**src/rtl/spi_master_ctrl.sv**
```systemverilog
// SPI master: turns host valid/ready commands into 10-bit {op, byte} frames, MSB first,
// and for rd_data commands collects the 8-bit reply from MISO after a turnaround.
module spi_master_ctrl #(
    parameter int unsigned RD_WAIT  = 2,
    parameter int unsigned IDLE_GAP = 1
) (
    input  logic       clk,
    input  logic       rst,
    input  logic       cmd_valid,
    output logic       cmd_ready,
    input  logic [1:0] cmd_op,
    input  logic [7:0] cmd_data,
    output logic       rsp_valid,
    output logic [7:0] rsp_data,
    output logic       done,
    output logic       busy,
    output logic       SS_n,
    output logic       MOSI,
    input  logic       MISO
);

    typedef enum logic [2:0] {
        StIdle,
        StChk,
        StShift,
        StWait,
        StRecv,
        StGap
    } state_e;

    localparam logic [3:0] WaitLast = 4'(RD_WAIT - 1);
    localparam logic [3:0] GapLast  = 4'(IDLE_GAP - 1);
    localparam logic [3:0] BitLast  = 4'd9;

    state_e     state_q;
    logic [9:0] frame_q;
    logic       is_read_q;
    logic [3:0] bit_cnt_q;
    logic [3:0] wait_cnt_q;
    logic [3:0] gap_cnt_q;
    logic [2:0] recv_cnt_q;
    logic [6:0] rx_q;

    assign busy = (state_q != StIdle);

    always_ff @(posedge clk) begin
        if (rst) begin
            state_q    <= StIdle;
            frame_q    <= '0;
            is_read_q  <= 1'b0;
            bit_cnt_q  <= '0;
            wait_cnt_q <= '0;
            gap_cnt_q  <= '0;
            recv_cnt_q <= '0;
            rx_q       <= '0;
            cmd_ready  <= 1'b0;
            rsp_valid  <= 1'b0;
            rsp_data   <= '0;
            done       <= 1'b0;
            SS_n       <= 1'b1;
            MOSI       <= 1'b0;
        end else begin
            done      <= 1'b0;
            rsp_valid <= 1'b0;
            case (state_q)
                StIdle: begin
                    if (cmd_valid && cmd_ready) begin
                        frame_q   <= {cmd_op, cmd_data};
                        is_read_q <= (cmd_op == 2'b11);
                        cmd_ready <= 1'b0;
                        SS_n      <= 1'b0;
                        MOSI      <= cmd_op[1];
                        state_q   <= StChk;
                    end else begin
                        cmd_ready <= 1'b1;
                    end
                end
                StChk: begin
                    // The MSB is presented again for the first shift cycle.
                    MOSI      <= frame_q[9];
                    bit_cnt_q <= '0;
                    state_q   <= StShift;
                end
                StShift: begin
                    if (bit_cnt_q == BitLast) begin
                        MOSI <= 1'b0;
                        if (is_read_q) begin
                            wait_cnt_q <= '0;
                            recv_cnt_q <= '0;
                            state_q    <= (RD_WAIT == 0) ? StRecv : StWait;
                        end else begin
                            SS_n      <= 1'b1;
                            done      <= 1'b1;
                            gap_cnt_q <= '0;
                            state_q   <= StGap;
                        end
                    end else begin
                        // After i shifts, bit 8 holds original bit 8-i.
                        MOSI      <= frame_q[8];
                        frame_q   <= {frame_q[8:0], 1'b0};
                        bit_cnt_q <= bit_cnt_q + 4'd1;
                    end
                end
                StWait: begin
                    if (wait_cnt_q == WaitLast) begin
                        recv_cnt_q <= '0;
                        state_q    <= StRecv;
                    end else begin
                        wait_cnt_q <= wait_cnt_q + 4'd1;
                    end
                end
                StRecv: begin
                    rx_q <= {rx_q[5:0], MISO};
                    if (recv_cnt_q == 3'd7) begin
                        rsp_data  <= {rx_q, MISO};
                        rsp_valid <= 1'b1;
                        done      <= 1'b1;
                        SS_n      <= 1'b1;
                        gap_cnt_q <= '0;
                        state_q   <= StGap;
                    end else begin
                        recv_cnt_q <= recv_cnt_q + 3'd1;
                    end
                end
                StGap: begin
                    if (gap_cnt_q == GapLast) begin
                        cmd_ready <= 1'b1;
                        state_q   <= StIdle;
                    end else begin
                        gap_cnt_q <= gap_cnt_q + 4'd1;
                    end
                end
                default: begin
                    SS_n    <= 1'b1;
                    MOSI    <= 1'b0;
                    state_q <= StIdle;
                end
            endcase
        end
    end

endmodule

```
**config.mk**
```make
export PLATFORM = sky130hd
export DESIGN_NAME = spi_master_ctrl
export DESIGN_NICKNAME = d
export VERILOG_FILES = /design/src/rtl/spi_master_ctrl.sv
export SDC_FILE = /design/constraint.sdc
export NUM_CORES = 1
export LEC_CHECK = 0
export CAP_MARGIN = 15
export CORE_MARGIN = 8
export CORE_UTILIZATION = 24
export DETAILED_ROUTE_END_ITERATION = 10
export HOLD_SLACK_MARGIN = 0.05
export SLEW_MARGIN = 30
export SYNTH_ARGS = -nofsm -noshare
export SYNTH_HDL_FRONTEND = slang
export SYNTH_SLANG_ARGS = --single-unit
```
**constraint.sdc**
```tcl
create_clock -name clk -period 2.8 [get_ports clk]
set_input_delay 0.84 -clock clk [delete_from_list [all_inputs] [get_ports clk]]
set_output_delay 0.84 -clock clk [all_outputs]
set_load 0.05 [all_outputs]
```
Word-level counts from Yosys, hierarchy flattened --
Cells that the tools add are included.
Word-level totals: register bits 49, bits of input ports 14, output and inout port bits 14, word-level logic and storage cells 106
Operators by class: add/subtract/negate cells 4, eq/ne operators 20, multiplexer cells 41, bitwise operators 3, reductions and logical operators 24
Operators by type and width (count):
- 2-to-1 mux 4 bit | 8
- 2-to-1 mux 3 bit | 10
- inequality test 2 bit, second input constant | 11
- 2-to-1 mux 10 bit | 2
- one-hot mux 10 bit (2 select lines) | 1
- AND reduction 5 bit | 4
- one-hot mux 3 bit (6 select lines) | 1
- one-hot mux 4 bit (2 select lines) | 2
- adder 4 x 1 -> 4 bit, second input constant | 3
- one-hot mux 4 bit (3 select lines) | 1
- 2-to-1 mux 1 bit | 11
- AND reduction 2 bit | 5
- == test 3 bit, second input constant | 3
- one-hot mux 3 bit (3 select lines) | 1
- nonzero test 3 bit | 3
- one-hot mux 1 bit (4 select lines) | 2
- nonzero test 2 bit | 4
- == test 3 x 2 -> 1 bit, second input constant | 2
- OR reduction 3 bit | 2
- == test 4 x 1 -> 1 bit, second input constant | 1
- == test 4 bit, second input constant | 1
- zero test 4 bit | 1
- one-hot mux 1 bit (2 select lines) | 2
- AND reduction 4 bit | 1
- 8 further kinds | 10

Logic depth before layout (Yosys ltp) --
Gate-level depths: netlist (run 1).
depth in word-level cells 4, mapped depth 8, gate-level depth less buffers 6

Worst setup path before layout (run 1) --
OpenSTA, ideal clock, no wires.
kind reg-to-output, start point register state_q[1], end point output port busy, arrival time 1.067 ns, required time 1.960 ns, setup slack 0.893 ns, cell stages (with the launch flop) 4, buffers on the path 1, path through dfxtp_1 -> buf_2 -> nor3_1 -> inv_2
On the way: word-level cells in the longest chain between the ends 1
Ends and longest elaborated chain:
- start: declaration | RTL line 35 | state_e state_q;
- start signal: assignment | RTL line 48 | state_q <= StIdle;
- start signal: assignment | RTL line 73 | state_q <= StChk;
- start signal: assignment | RTL line 82 | state_q <= StShift;
- nonzero test 3 bit | RTL line 44 | assign busy = (state_q != StIdle);
- end: declaration | RTL line 16 | output logic busy,
Every way passes these cells.

Worst setup path in the final report (run 1) --
start point register cmd_ready, end point output port cmd_ready
RTL lines:
- start: declaration | RTL line 10 | output logic cmd_ready,
- start signal: assignment | RTL line 56 | cmd_ready <= 1'b0;
- start signal: assignment | RTL line 70 | cmd_ready <= 1'b0;
- start signal: assignment | RTL line 75 | cmd_ready <= 1'b1;
No word-level cell between the ends.

==> impl_metrics.ini, run 1 <==
[setup_path]
crit_path_end_kind = primary output
slowest_stage = clkdlybuf4s50_1
critPathMaxStageDelay_ps = 830
cp-start-kind = register
path_delay_family = buffers and inverters
path_cells = clkdlybuf4s50_1
crit_buf_inv = 1
critPathKind = reg -> out
critPathMaxFanout = 5
worstPathRequired_ps = 1960
cp.arrival_ps = 1520

[synthesis]
yosysTopAreaCell = dfxtp_1
synth.mux.area_fraction_pct = 1.35
synthCells = 288
synth_xor_area_share_pct = 0
synth_edf_count = 0
ys.warnings.count = 0
synth-seq-area-share_pct = 42.3
synth_top_area_share_pct = 42.3
synth_top_family_by_area = simple AND/OR/NAND/NOR gates
avgSynthCellArea_um2 = 8.05
ys_types = 43
synth_flop_cell = dfxtp_1
yosys.area_share.simple_pct = 25.7
netlist_area_mm2 = 0.00232
synth_commonest_cells = nand2_1, dfxtp_1, a21oi_1, nor2_1
yosysMostFrequentCell = nand2_1
syn-num-nets = 310
ys_ff_latch = 49
synth_compound_area_share_pct = 20.8
synthArstFlopShare_pct = 0
synth_top_cells_by_area = dfxtp_1, nand2_1, a21oi_1, nor2_1, ha_1
synth-adder-area-share_pct = 4.32

[clock_network]
clockBufferDepth = 2
clock_latency_ps = 300
numCtsBuffers = 5
cts_tree = yes
cts_hold_buf = 0
clock_sinks = 49
clk_pin_slew_ps = 90
cts_setup_buffers = 0
cts_root_buf = clkbuf_8
cts_max_level = 2
cts_resized = 0

[detailed_routing]
dr_total_vias = 2065
ant_nets = 0
drtIter0Drc = 134
drcViolationCount = 0
wl_per_cell_um = 12.0
drt-total-wl_um = 5340
first_pass_iters = 4
routed_via_density = 4.64

[power]
power_mw = 2.43
intPower_mw = 1.48
p_per_area_mw_per_mm2 = 856
power_frac_comb_pct = 40.9
swShare_pct = 39.1
power_frac_clock_pct = 20.1
pwr-share-seq_pct = 39.0
vdd_ir_drop_max_uv = 318
total_leakage_power_nw = 0.969
switchingPower_uw = 950

[sta]
worst_slew_pin_slew_ps = 644
rsz0062_at_grt = no
relSlewSlack_pct = 56.5
finalHoldViolCount = 0
fin_crit_ps = 2360
drv_slew = 0
fin_setup_tns_ps = 0
skew_ps = 5.79
final-setup-viol-count = 0
fin_crit_sh_pct = 84.2
fmax_mhz = 424

[cells_and_area]
syn_to_final_growth_pct = 22.3
num-fill-cells = 1000
final_nets = 334
fin_util_pct = 29.6
final-seq-area_um2 = 981
design_area_mm2 = 0.00284
drive_above_1_share_pct = 7.37
n_antenna_cell = 0
multi_input_area_mm2 = 0.00121

[die]
fp-row-count = 36
initial_core_util_pct = 24.2
ios = 28
die_x_um = 114
fp.dieH_um = 114
core-area_mm2 = 0.00959
die_area_mm2 = 0.0131

[global_route]
grt_pass1_vias = 1926
antenna_found_initial = 0
grt_use_total_pct = 8.32
grt_pass1_wl_um = 9000
grt_max_degree = 28
overflow = 0

[place]
placed_area_mm2 = 0.00273
place.gp.congestion = 0.783
dp_hpwl_um = 3900
numPortBuffers = 27

[job]
cap_violations = 0

[hold_path]
min_path_type = reg -> reg

[run_status]
status = completed
-- power by group through the flow --
stage          registers (mW)  clock network (mW)  logic, mW
2_1_floorplan           0.960                   0      0.708
4_1_cts                 0.946               0.501      0.996
5_1_grt                 0.969               0.528       1.10
6_report                0.946               0.488      0.993
3_5_place_dp            0.960                   0      0.995
3_3_place_gp            0.959                   0      0.976
-- metal layers --
| metal | track usage (%) | up-vias | share of wire [%] |
|---|---|---|---|
| li1 | - | 1058 | - |
| met1 | 10.0 | 973 | 46 |
| met2 | 14.3 | 28 | 49 |
| met3 | 1.74 | 6 | 2.8 |
| met4 | 2.84 | 0 | 1.6 |
| met5 | 0 | - | 0 |
-- through the flow --
step / setup WS, ps / hold slack, ps / std cells
6_report: 443 / 459 / 445
5_1_grt: 378 / 486 / 445
4_1_cts: 422 / 462 / 445
3_5_place_dp: 440 / 450 / 438
3_3_place_gp: 540 / 446 / 438
2_1_floorplan: 893 / 432 / 288
-- path summary, 6_finish.rpt --
kind / from / cells after the start / end / slack [ps]
min reg2reg: rsp_data[1] / 2 / rsp_data[1] / 460
max: cmd_ready / 1 / cmd_ready / 440
min: rsp_data[1] / 2 / rsp_data[1] / 460
max reg2reg: bit_cnt_q[0] / 5 / gap_cnt_q[1] / 620
-- final cells by class --
class                           instances  area share [%]
Clock buffer                            5            2.43
Clock inverter                          2            1.24
Inverter                               11            1.46
Multi-Input combinational cell        211            42.7
Sequential cell                        49            34.6
Tap cell                              133            5.87
Timing Repair Buffer                   34            11.7
-- logic make-up (layout without fill, tap and decap cells) --
kind of cell,count (synthesis),in the layout
simple gates,128,128
compound gates,72,72
flops,49,49
buf+inv,28,52
fa+ha+maj,8,8
mux,3,3
-- layout by cell type (no fill, tap or decap), types with 2 or more instances in the layout --
cell             Yosys  layout
nand3b_1             4       4
o21ai_0              7       7
a21oi_1             34      34
o211ai_1             3       3
nor2b_1              4       4
a31oi_1              2       2
buf_4                1       7
or3b_1               2       2
a311oi_1            10      10
o22ai_1              2       2
ha_1                 8       8
nand3_1              9       9
clkdlybuf4s50_1      0      26
dfxtp_1             49      49
or3_1                2       2
or4b_1               2       2
nand2_1             57      57
nor3b_1              4       4
mux2i_1              2       2
nor3_1               7       7
a2111oi_0            2       2
o31ai_1              2       2
nor2_1              31      31
clkbuf_8             0       5
a211oi_1             3       3
inv_1               10      10
-- registers in the layout (all words and copies together), names as in the netlist --
signal	flops
rx_q	7
cmd_ready	1
state_q	3
wait_cnt_q	4
done	1
is_read_q	1
recv_cnt_q	3
frame_q	10
MOSI	1
gap_cnt_q	4
bit_cnt_q	4
rsp_data	8
SS_n	1
rsp_valid	1
Note: power is estimated with default switching activity, not from simulation.
==> run 2, diff against run 1 <==
==> constraint.sdc (replaced) <==
create_clock -name clk -period 2.3 [get_ports clk]
set_input_delay 0.69 -clock clk [delete_from_list [all_inputs] [get_ports clk]]
set_output_delay 0.69 -clock clk [all_outputs]
set_load 0.05 [all_outputs]
==> run 2 against run 1 <==
Net effect:
- cell area rose by 2.8%
- via count rose by 0.58%
- setup slack got worse by 370 ps
- sequential power rose by 18%
- critical endpoint unchanged
- register-to-register slack got worse by 360 ps
- sequential share of layout area fell by 0.95 points
- wire length rose by 3.4%
- largest cell class unchanged
- first-iteration DRC count fell by 53%
- flip-flop and latch count did not move
==> impl_metrics.ini, run 2 (synthesis gave the netlist of run 1 again) <==
[clock_network]
clock_sinks = 49
clockBufferDepth = 2
cts_max_level = 2
clock_latency_ps = 300
cts_resized = 0
numCtsBuffers = 5
cts_setup_buffers = 0
cts_hold_buf = 0
clk_pin_slew_ps = 90
cts_tree = yes
cts_root_buf = clkbuf_8

[detailed_routing]
ant_nets = 0
routed_via_density = 4.56
drcViolationCount = 0
first_pass_iters = 4
drt-total-wl_um = 5520
drtIter0Drc = 63
dr_total_vias = 2077
wl_per_cell_um = 12.1

[sta]
fin_setup_tns_ps = 0
timing.final.ws_setup_ps = 68.5
fin_crit_ps = 2230
fin_crit_sh_pct = 97.0
skew_ps = 9.56
finalHoldViolCount = 0
fmax_mhz = 448
rsz0062_at_grt = no
relSlewSlack_pct = 62.8
final-setup-viol-count = 0
worst_slew_pin_slew_ps = 553
hold_slack_ps = 461
drv_slew = 0

[power]
p_per_area_mw_per_mm2 = 1050
total_leakage_power_nw = 1.02
vdd_ir_drop_max_uv = 321

[cells_and_area]
fin_util_pct = 30.4
syn_to_final_growth_pct = 25.8
final-seq-area_um2 = 981
n_antenna_cell = 0
drive_above_1_share_pct = 9.94
multi_input_area_mm2 = 0.00121
final_nets = 343
regMostFlops = frame_q
layout_commonest_cell = nand2_1
final_cell_mix = nand2_1, dfxtp_1, a21oi_1
num-fill-cells = 1019
largest_reg_flops = 10
top_regs = frame_q (10), rsp_data (8), rx_q (7)

[global_route]
grt_pass1_vias = 2015
grt_use_total_pct = 8.78
antenna_found_initial = 0
grt_pass1_wl_um = 9520
overflow = 0
grt_max_degree = 29

[setup_path]
path_delay_family = buffers and inverters
critPathKind = reg -> out
critPathMaxFanout = 5
crit_path_end_kind = primary output
worstPathRequired_ps = 1610
crit_buf_inv = 1
slowest_stage = clkdlybuf4s50_1
cp-start-kind = register
critPathMaxStageDelay_ps = 830
path_cells = clkdlybuf4s50_1
cp.arrival_ps = 1540

[die]
fp.dieH_um = 114
die_x_um = 114
core-area_mm2 = 0.00959
fp-row-count = 36
ios = 28
initial_core_util_pct = 24.2
die_area_mm2 = 0.0131

[run_status]
status = completed

[place]
dp_slack_ps = 128
dp_hpwl_um = 4020
place.gp.congestion = 0.770
numPortBuffers = 27

[hold_path]
min_path_type = reg -> reg

[job]
cap_violations = 0
-- run 2: final timing paths --
path	start	cells past startpoint	slack (ps)	endpoint
min	rsp_data[7]	2	460	rsp_data[7]
max	cmd_ready	1	70	cmd_ready
max reg2reg	state_q[2]	4	260	gap_cnt_q[1]
min reg2reg	rsp_data[7]	2	460	rsp_data[7]
-- run 2: layout make-up --
type	count	share of cell area [%]
Clock inverter	1	1.03
Tap cell	133	5.71
Timing Repair Buffer	43	13.7
Clock buffer	7	2.96
Sequential cell	49	33.6
Inverter	11	1.42
Multi-Input combinational cell	211	41.5
-- run 2: worst min-delay path, delay by kind of cell (launching register included) --
family / cells / cell delay, ps
AO/OA/AOI/OAI: 1 / 50
flip-flops: 1 / 320
AND/OR/NAND/NOR: 1 / 50
-- run 2: routing by layer --
metal	GRT usage [%]	vias up	part of all wire [%]	wire [um]
met1	10.5	963	48	2660
li1	-	1074	-	-
met2	14.8	28	47	2610
met3	1.90	12	2.3	126
met5	0	-	0	0
met4	3.64	0	2.3	128
-- run 2: through the flow --
| stage | cell area (um^2) | cells | power, mW |
|---|---|---|---|
| 6_report | 2920 | 455 | 3.06 |
| 5_1_grt | 2920 | 455 | 3.26 |
| 4_1_cts | 2920 | 455 | 3.08 |
| 3_5_place_dp | 2800 | 447 | 2.44 |
| 3_3_place_gp | 2800 | 447 | 2.41 |
| 2_1_floorplan | 2320 | 288 | 2.03 |
-- run 2: power breakdown --
group | switching (mW) | internal [mW] | total, mW
Sequential | 0.120 | 0.998 | 1.12
Combinational | 0.770 | 0.532 | 1.30
Clock | 0.283 | 0.355 | 0.637
Total | 1.17 | 1.89 | 3.06
